[config.mk]
export PLATFORM = sky130hd
export DESIGN_NAME = sync_to_count_tiled
export DESIGN_NICKNAME = d
export VERILOG_FILES = /design/src/rtl/sync_to_count_tiled_pkg.sv /design/src/rtl/sync_to_count_tiled.sv
export SDC_FILE = /design/constraint.sdc
export NUM_CORES = 1
export LEC_CHECK = 0
export BUFFER_PORTS_ARGS = -buffer_cell sky130_fd_sc_hd__buf_2
export CAP_MARGIN = 20
export CORE_UTILIZATION = 39
export CTS_BUF_LIST = sky130_fd_sc_hd__clkbuf_4 sky130_fd_sc_hd__clkbuf_8 sky130_fd_sc_hd__clkbuf_16
export CTS_CLUSTER_SIZE = 30
export DETAILED_ROUTE_END_ITERATION = 10
export GPL_ROUTABILITY_DRIVEN = 0
export GPL_TIMING_DRIVEN = 0
export PLACE_DENSITY = 0.68
export RECOVER_POWER = 100
export SLEW_MARGIN = 30
export SYNTH_ARGS = -nofsm -noshare
export SYNTH_HDL_FRONTEND = slang
export SYNTH_SLANG_ARGS = --single-unit
[constraint.sdc]
create_clock -name i_Clk -period 2.18 [get_ports i_Clk]
set_input_delay 0.218 -clock i_Clk [delete_from_list [all_inputs] [get_ports i_Clk]]
set_output_delay 0.218 -clock i_Clk [all_outputs]
set_load 0.1 [all_outputs]
[src/rtl/sync_to_count_tiled_pkg.sv]
// Shared VGA 640x480 timing constants and tile geometry
// for the sync-to-count tiled position generator.
package sync_to_count_tiled_pkg;

   localparam int CNT_W  = 10;
   localparam int TILE_W = 5;

   localparam int VGA_TOTAL_COLS  = 800;
   localparam int VGA_TOTAL_ROWS  = 525;
   localparam int VGA_ACTIVE_COLS = 640;
   localparam int VGA_ACTIVE_ROWS = 480;
   localparam int VGA_TILE_SHIFT  = 5;

endpackage

[src/rtl/sync_to_count_tiled.sv]
// Converts HSync/VSync into registered column/row counts,
// tile coordinates, active flag and a frame-start pulse.
module sync_to_count_tiled
   import sync_to_count_tiled_pkg::*;
#(
   parameter int TOTAL_COLS  = VGA_TOTAL_COLS,
   parameter int TOTAL_ROWS  = VGA_TOTAL_ROWS,
   parameter int ACTIVE_COLS = VGA_ACTIVE_COLS,
   parameter int ACTIVE_ROWS = VGA_ACTIVE_ROWS,
   parameter int TILE_SHIFT  = VGA_TILE_SHIFT
) (
   input  logic              i_Clk,
   input  logic              i_Rst_n,
   input  logic              i_HSync,
   input  logic              i_VSync,
   output logic              o_HSync,
   output logic              o_VSync,
   output logic [CNT_W-1:0]  o_Col_Count,
   output logic [CNT_W-1:0]  o_Row_Count,
   output logic [TILE_W-1:0] o_Col_Tile,
   output logic [TILE_W-1:0] o_Row_Tile,
   output logic              o_Active,
   output logic              o_Frame_Start
);

   localparam logic [CNT_W-1:0] COL_LAST = CNT_W'(TOTAL_COLS - 1);
   localparam logic [CNT_W-1:0] ROW_LAST = CNT_W'(TOTAL_ROWS - 1);
   localparam logic [CNT_W-1:0] ACT_COLS = CNT_W'(ACTIVE_COLS);
   localparam logic [CNT_W-1:0] ACT_ROWS = CNT_W'(ACTIVE_ROWS);

   logic frame_evt;
   logic col_wrap;
   logic row_wrap;

   assign frame_evt = i_VSync & ~o_VSync;
   // >= keeps counts bounded even if a count ever lands out of range
   assign col_wrap  = (o_Col_Count >= COL_LAST);
   assign row_wrap  = (o_Row_Count >= ROW_LAST);

   always_ff @(posedge i_Clk) begin
      if (!i_Rst_n) begin
         o_HSync       <= 1'b0;
         o_VSync       <= 1'b0;
         o_Frame_Start <= 1'b0;
         o_Col_Count   <= '0;
         o_Row_Count   <= '0;
      end else begin
         o_HSync       <= i_HSync;
         o_VSync       <= i_VSync;
         o_Frame_Start <= frame_evt;
         if (frame_evt) begin
            o_Col_Count <= '0;
            o_Row_Count <= '0;
         end else if (col_wrap) begin
            o_Col_Count <= '0;
            o_Row_Count <= row_wrap ? '0 : o_Row_Count + 1'b1;
         end else begin
            o_Col_Count <= o_Col_Count + 1'b1;
         end
      end
   end

   assign o_Col_Tile = TILE_W'(o_Col_Count >> TILE_SHIFT);
   assign o_Row_Tile = TILE_W'(o_Row_Count >> TILE_SHIFT);
   assign o_Active   = (o_Col_Count < ACT_COLS) &&
                       (o_Row_Count < ACT_ROWS);

endmodule

Word-level counts from Yosys, hierarchy flattened. Cells that the tools add are included.

$lt $le $gt $ge: 4. Reduce and logical (&&, ||, !) cells: 3. Muxes and demuxes: 1. Add/sub/neg operators: 2. Bitwise gates (word level): 3.

Operators by type and width (number): $add 10x1->10 const B (2); $ge 10x10->1 const B (2); $lt 10x10->1 const B (1); $lt 10x9->1 const B (1); $mux 10 (1); $reduce_or 3->1 (1); $not 1->1 (2); $reduce_or 2->1 (1); $and 1x1->1 (1); $logic_and 1x1->1 (1).

Flip-flop bits (word level): 23. Logic and storage cells: 18.

Logic depth before layout (Yosys ltp).
Depth in word-level cells: 3. Mapped depth: 5.

Worst setup path after synthesis. OpenSTA, ideal clock, no wires.

Path kind: flip-flop to output port. Start: register o_Row_Count[7]. End: output o_Active. Path slack: -1.301 ns. Stages on the path, launching flop included: 4. Data arrival time: 3.263 ns. Cell sequence: dfxtp_1 -> and3_1 -> and2_1 -> nor3_1.

Longest elaborated chain between the ends: 2.

RTL lines: start: declaration (RTL line sync_to_count_tiled.sv:19) `output logic [CNT_W-1:0] o_Row_Count,`; start signal: assignment (RTL line sync_to_count_tiled.sv:56) `o_Row_Count <= row_wrap ? '0 : o_Row_Count + 1'b1;`; $lt 10x9->1 (RTL line sync_to_count_tiled.sv:66) `(o_Row_Count < ACT_ROWS);`; $logic_and 1x1->1 (RTL line sync_to_count_tiled.sv:65) `assign o_Active = (o_Col_Count < ACT_COLS) &&`; end: declaration (RTL line sync_to_count_tiled.sv:22) `output logic o_Active,`.

Every way passes these cells.

Worst setup path after layout.
Start: register o_Row_Count[5]. End: output o_Active.

The elaborated chain is that of the path after synthesis.

==> metrics.csv <==
stage;metric;value;unit
timing;relSlewSlack;22.9;%
timing;setup_tns;0;ps
global_route;grt_pass1_wl;4.31;mm
global_route;track_usage;16.9;%
die;die_area;0.00316;mm2
synth;yosys_register_bits;23;
setup_path;cpPeakStageDelay;470;ps
die;initial_core_util;41.2;%
timing;rsz0062_at_grt;no;
power_and_ir_drop;p_leak;0.596;nW
detailed_routing;avgRoutedWirePerCell;12.1;um
layout;stdcell_area;0.00138;mm2
die;die_h;56.2;um
run;maxCapViolations;0;
cts;cts.clk_slew.worst_paths;140;ps
synth;syn_area_per_cell;8.95;um2
place;place_inst;196;
power_and_ir_drop;pwr-share-clk;29.6;%
setup_path;critPathBufInv;1;
layout;drive_gt1_share;26.6;%
power_and_ir_drop;power-per-cell-area;512;mW/mm2
setup_path;worstSetupStartpointType;flop;
global_route;antenna_found_initial;0;
synth;synthDominantCellAreaShare;40.2;%
setup_path;worstSetupPathType;flop to output pin;
power_and_ir_drop;ir_worst_vdd;0.358;mV
global_route;grt_overflow_total;0;
setup_path;reg2reg_to;o_Row_Count[5]$_SDFFE_PP0P_;
power_and_ir_drop;power.share.switching;28.5;%
setup_path;worstPathArrival;1710;ps
setup_path;path_cells;and3_1 > and2_1 > nor3_4 > clkbuf_2;
timing;tightest_slew;1160;ps
detailed_routing;dr_total_vias;1071;
layout;antennaDiodeCount;0;
hold_path;whs_endpoint;o_HSync$_SDFF_PN0_;
timing;hold_ws;94.3;ps
place;dp_hpwl;1.81;mm
detailed_routing;dr.pass1.iters;4;
detailed_routing;routed_via_density;5.36;
layout;nNetsFinal;177;
detailed_routing;drtIter0Drc;41;
setup_path;end_kind;output pin;
setup_path;cp_slowest_cell;clkbuf_2;
place;io_buffers;37;
hold_path;min_path_type;input port to flop;
timing;skew;11.5;ps
timing;hold_viol;0;
synth;yosysSeqAreaShare;40.2;%
cts;cts.hold.buffers_added;0;
synth;synthesis.nets;135;
layout;final_common_cell;dfxtp_1;
power_and_ir_drop;seqPwrFrac;61.0;%
outcome;status;finished clean;
layout;synthToLayoutAreaGrowth;20.4;%
detailed_routing;drc_errors;0;
detailed_routing;antenna_left;0;
synth;syn-instance-count;128;
global_route;grt_pass1_vias;988;
cts;clk_path_buf_depth;2;
synth;yosys-top-cells-area;dfxtp_1, buf_4, nand3_1;
setup_path;cp_max_fo;8;
synth;synthDistinctLibCells;33;
cts;cts_setup_buffers;0;
detailed_routing;drt-total-wl;2.43;mm
layout;post-route-util;49.6;%
power_and_ir_drop;intPower;0.505;mW
die;core;0.00278;mm2
setup_path;rr_worst_depth;4;
hold_path;hold_start;i_HSync;
synth;ys_warn_count;0;
timing;fmax;518;MHz
cts;clock_latency;320;ps
place;place_area;0.00138;mm2
hold_path;worstHoldPathCells;2;
power_and_ir_drop;power.combinational.fraction;9.4;%
cts;cts_tree;done;
timing;post-route-period-util;88.5;%
setup_path;cp_top_family;simple AND/OR/NAND/NOR gates;
timing;period_needed;1930;ps
cts;cts_sinks;23;
timing;setup_viol;0;
cts;cts-resized-gates;0;
die;io_pins;38;
synth;yosysTopAreaCell;dfxtp_1;
timing;drv_slew;0;
cts;htreeDepth;1;
power_and_ir_drop;switching_power;0.201;mW
synth;syn-cell-area;0.00115;mm2
setup_path;r2r_slack;280;ps
setup_path;timing.rr.start;o_Row_Count[4]$_SDFFE_PP0P_;
setup_path;worstPathRequired;1960;ps
global_route;grt_max_degree;15;
die;die_w;56.2;um
layout;final_cell_mix;dfxtp_1, clkbuf_2, clkbuf_1, nand2_1, nor2_1;
cts;numCtsBuffers;3;
die;row_count;19;
cts;root_buffer;clkbuf_4;
layout;final_cells;200;
## layout make-up
type                            count  area [um2]
Tap cell                           31        38.8
Inverter                            4        15.0
Timing Repair Buffer               37         168
Clock inverter                      1        7.51
Multi-Input combinational cell     91         592
Fill cell                         294        1400
Buffer                             10        75.1
Clock buffer                        3        22.5
Sequential cell                    23         462
## stage by stage
| step | setup slack, ps | power, mW |
|---|---|---|
| finish | 250 | 0.706 |
| global route | 169 | 0.739 |
| CTS | 273 | 0.714 |
| detailed placement | 446 | 0.509 |
| global placement | 469 | 0.508 |
| floorplan | -49.4 | 0.494 |
## metal layers
| layer | wire (um) | GRT usage (%) | share of wire, % | vias up |
|---|---|---|---|---|
| li1 | - | - | - | 532 |
| met1 | 1180 | 23.1 | 49 | 501 |
| met2 | 1110 | 27.0 | 46 | 36 |
| met3 | 117 | 2.79 | 4.8 | 2 |
| met4 | 17 | 5.57 | 0.70 | 0 |
| met5 | 0 | 0 | 0 | - |
## kinds of logic (layout without fill, tap and decap cells)
kind of cell	count (synthesis)	count (layout)	synth area share, %
fa+ha+maj	3	3	3.28
compound gates	26	26	18.8
simple gates	55	55	24.6
xor+xnor	7	7	5.35
buf+inv	14	55	7.86
flops	23	23	40.2
## registers in the layout (all words and copies together) (netlist names)
name / cells
o_VSync: 1
o_HSync: 1
o_Col_Count: 10
o_Frame_Start: 1
o_Row_Count: 10
## Yosys cell counts, drive strengths merged
library cell,instances
dfxtp,23
nand2,12
nor2,12
buf,10
nand3,9
nor3,7
a21oi,5
and2,5
and3,5
inv,4
o21ai,4
xor2,4
a32o,3
ha,3
o2bb2ai,3
xnor2,3
a31oi,2
nor3b,2
o211a,2
o211ai,2
a211oi,1
a21boi,1
and4,1
o21a,1
o31a,1
o31ai,1
or3,1
or4,1
## power groups by stage
stage          Sequential, mW  Combinational [mW]  Clock [mW]
3_5_place_dp            0.440              0.0690           0
6_report                0.431              0.0662       0.209
5_1_grt                 0.432              0.0697       0.237
4_1_cts                 0.431              0.0691       0.214
2_1_floorplan           0.481              0.0133           0
3_3_place_gp            0.440              0.0680           0
## worst max path at each step
stage                                     start                     endpoint  slack [ps]  cells past startpoint
finish              o_Row_Count[5]$_SDFFE_PP0P_                     o_Active         250                      4
global placement      o_Col_Count[7]$_SDFF_PP0_  o_Row_Count[4]$_SDFFE_PP0P_         470                      4
CTS                 o_Row_Count[6]$_SDFFE_PP0P_                     o_Active         270                      4
detailed placement    o_Col_Count[0]$_SDFF_PP0_  o_Row_Count[2]$_SDFFE_PP0P_         450                      5
floorplan           o_Row_Count[7]$_SDFFE_PP0P_                     o_Active         -50                      3
global route        o_Row_Count[5]$_SDFFE_PP0P_                     o_Active         170                      4
Power figures use the tool's default switching activity.
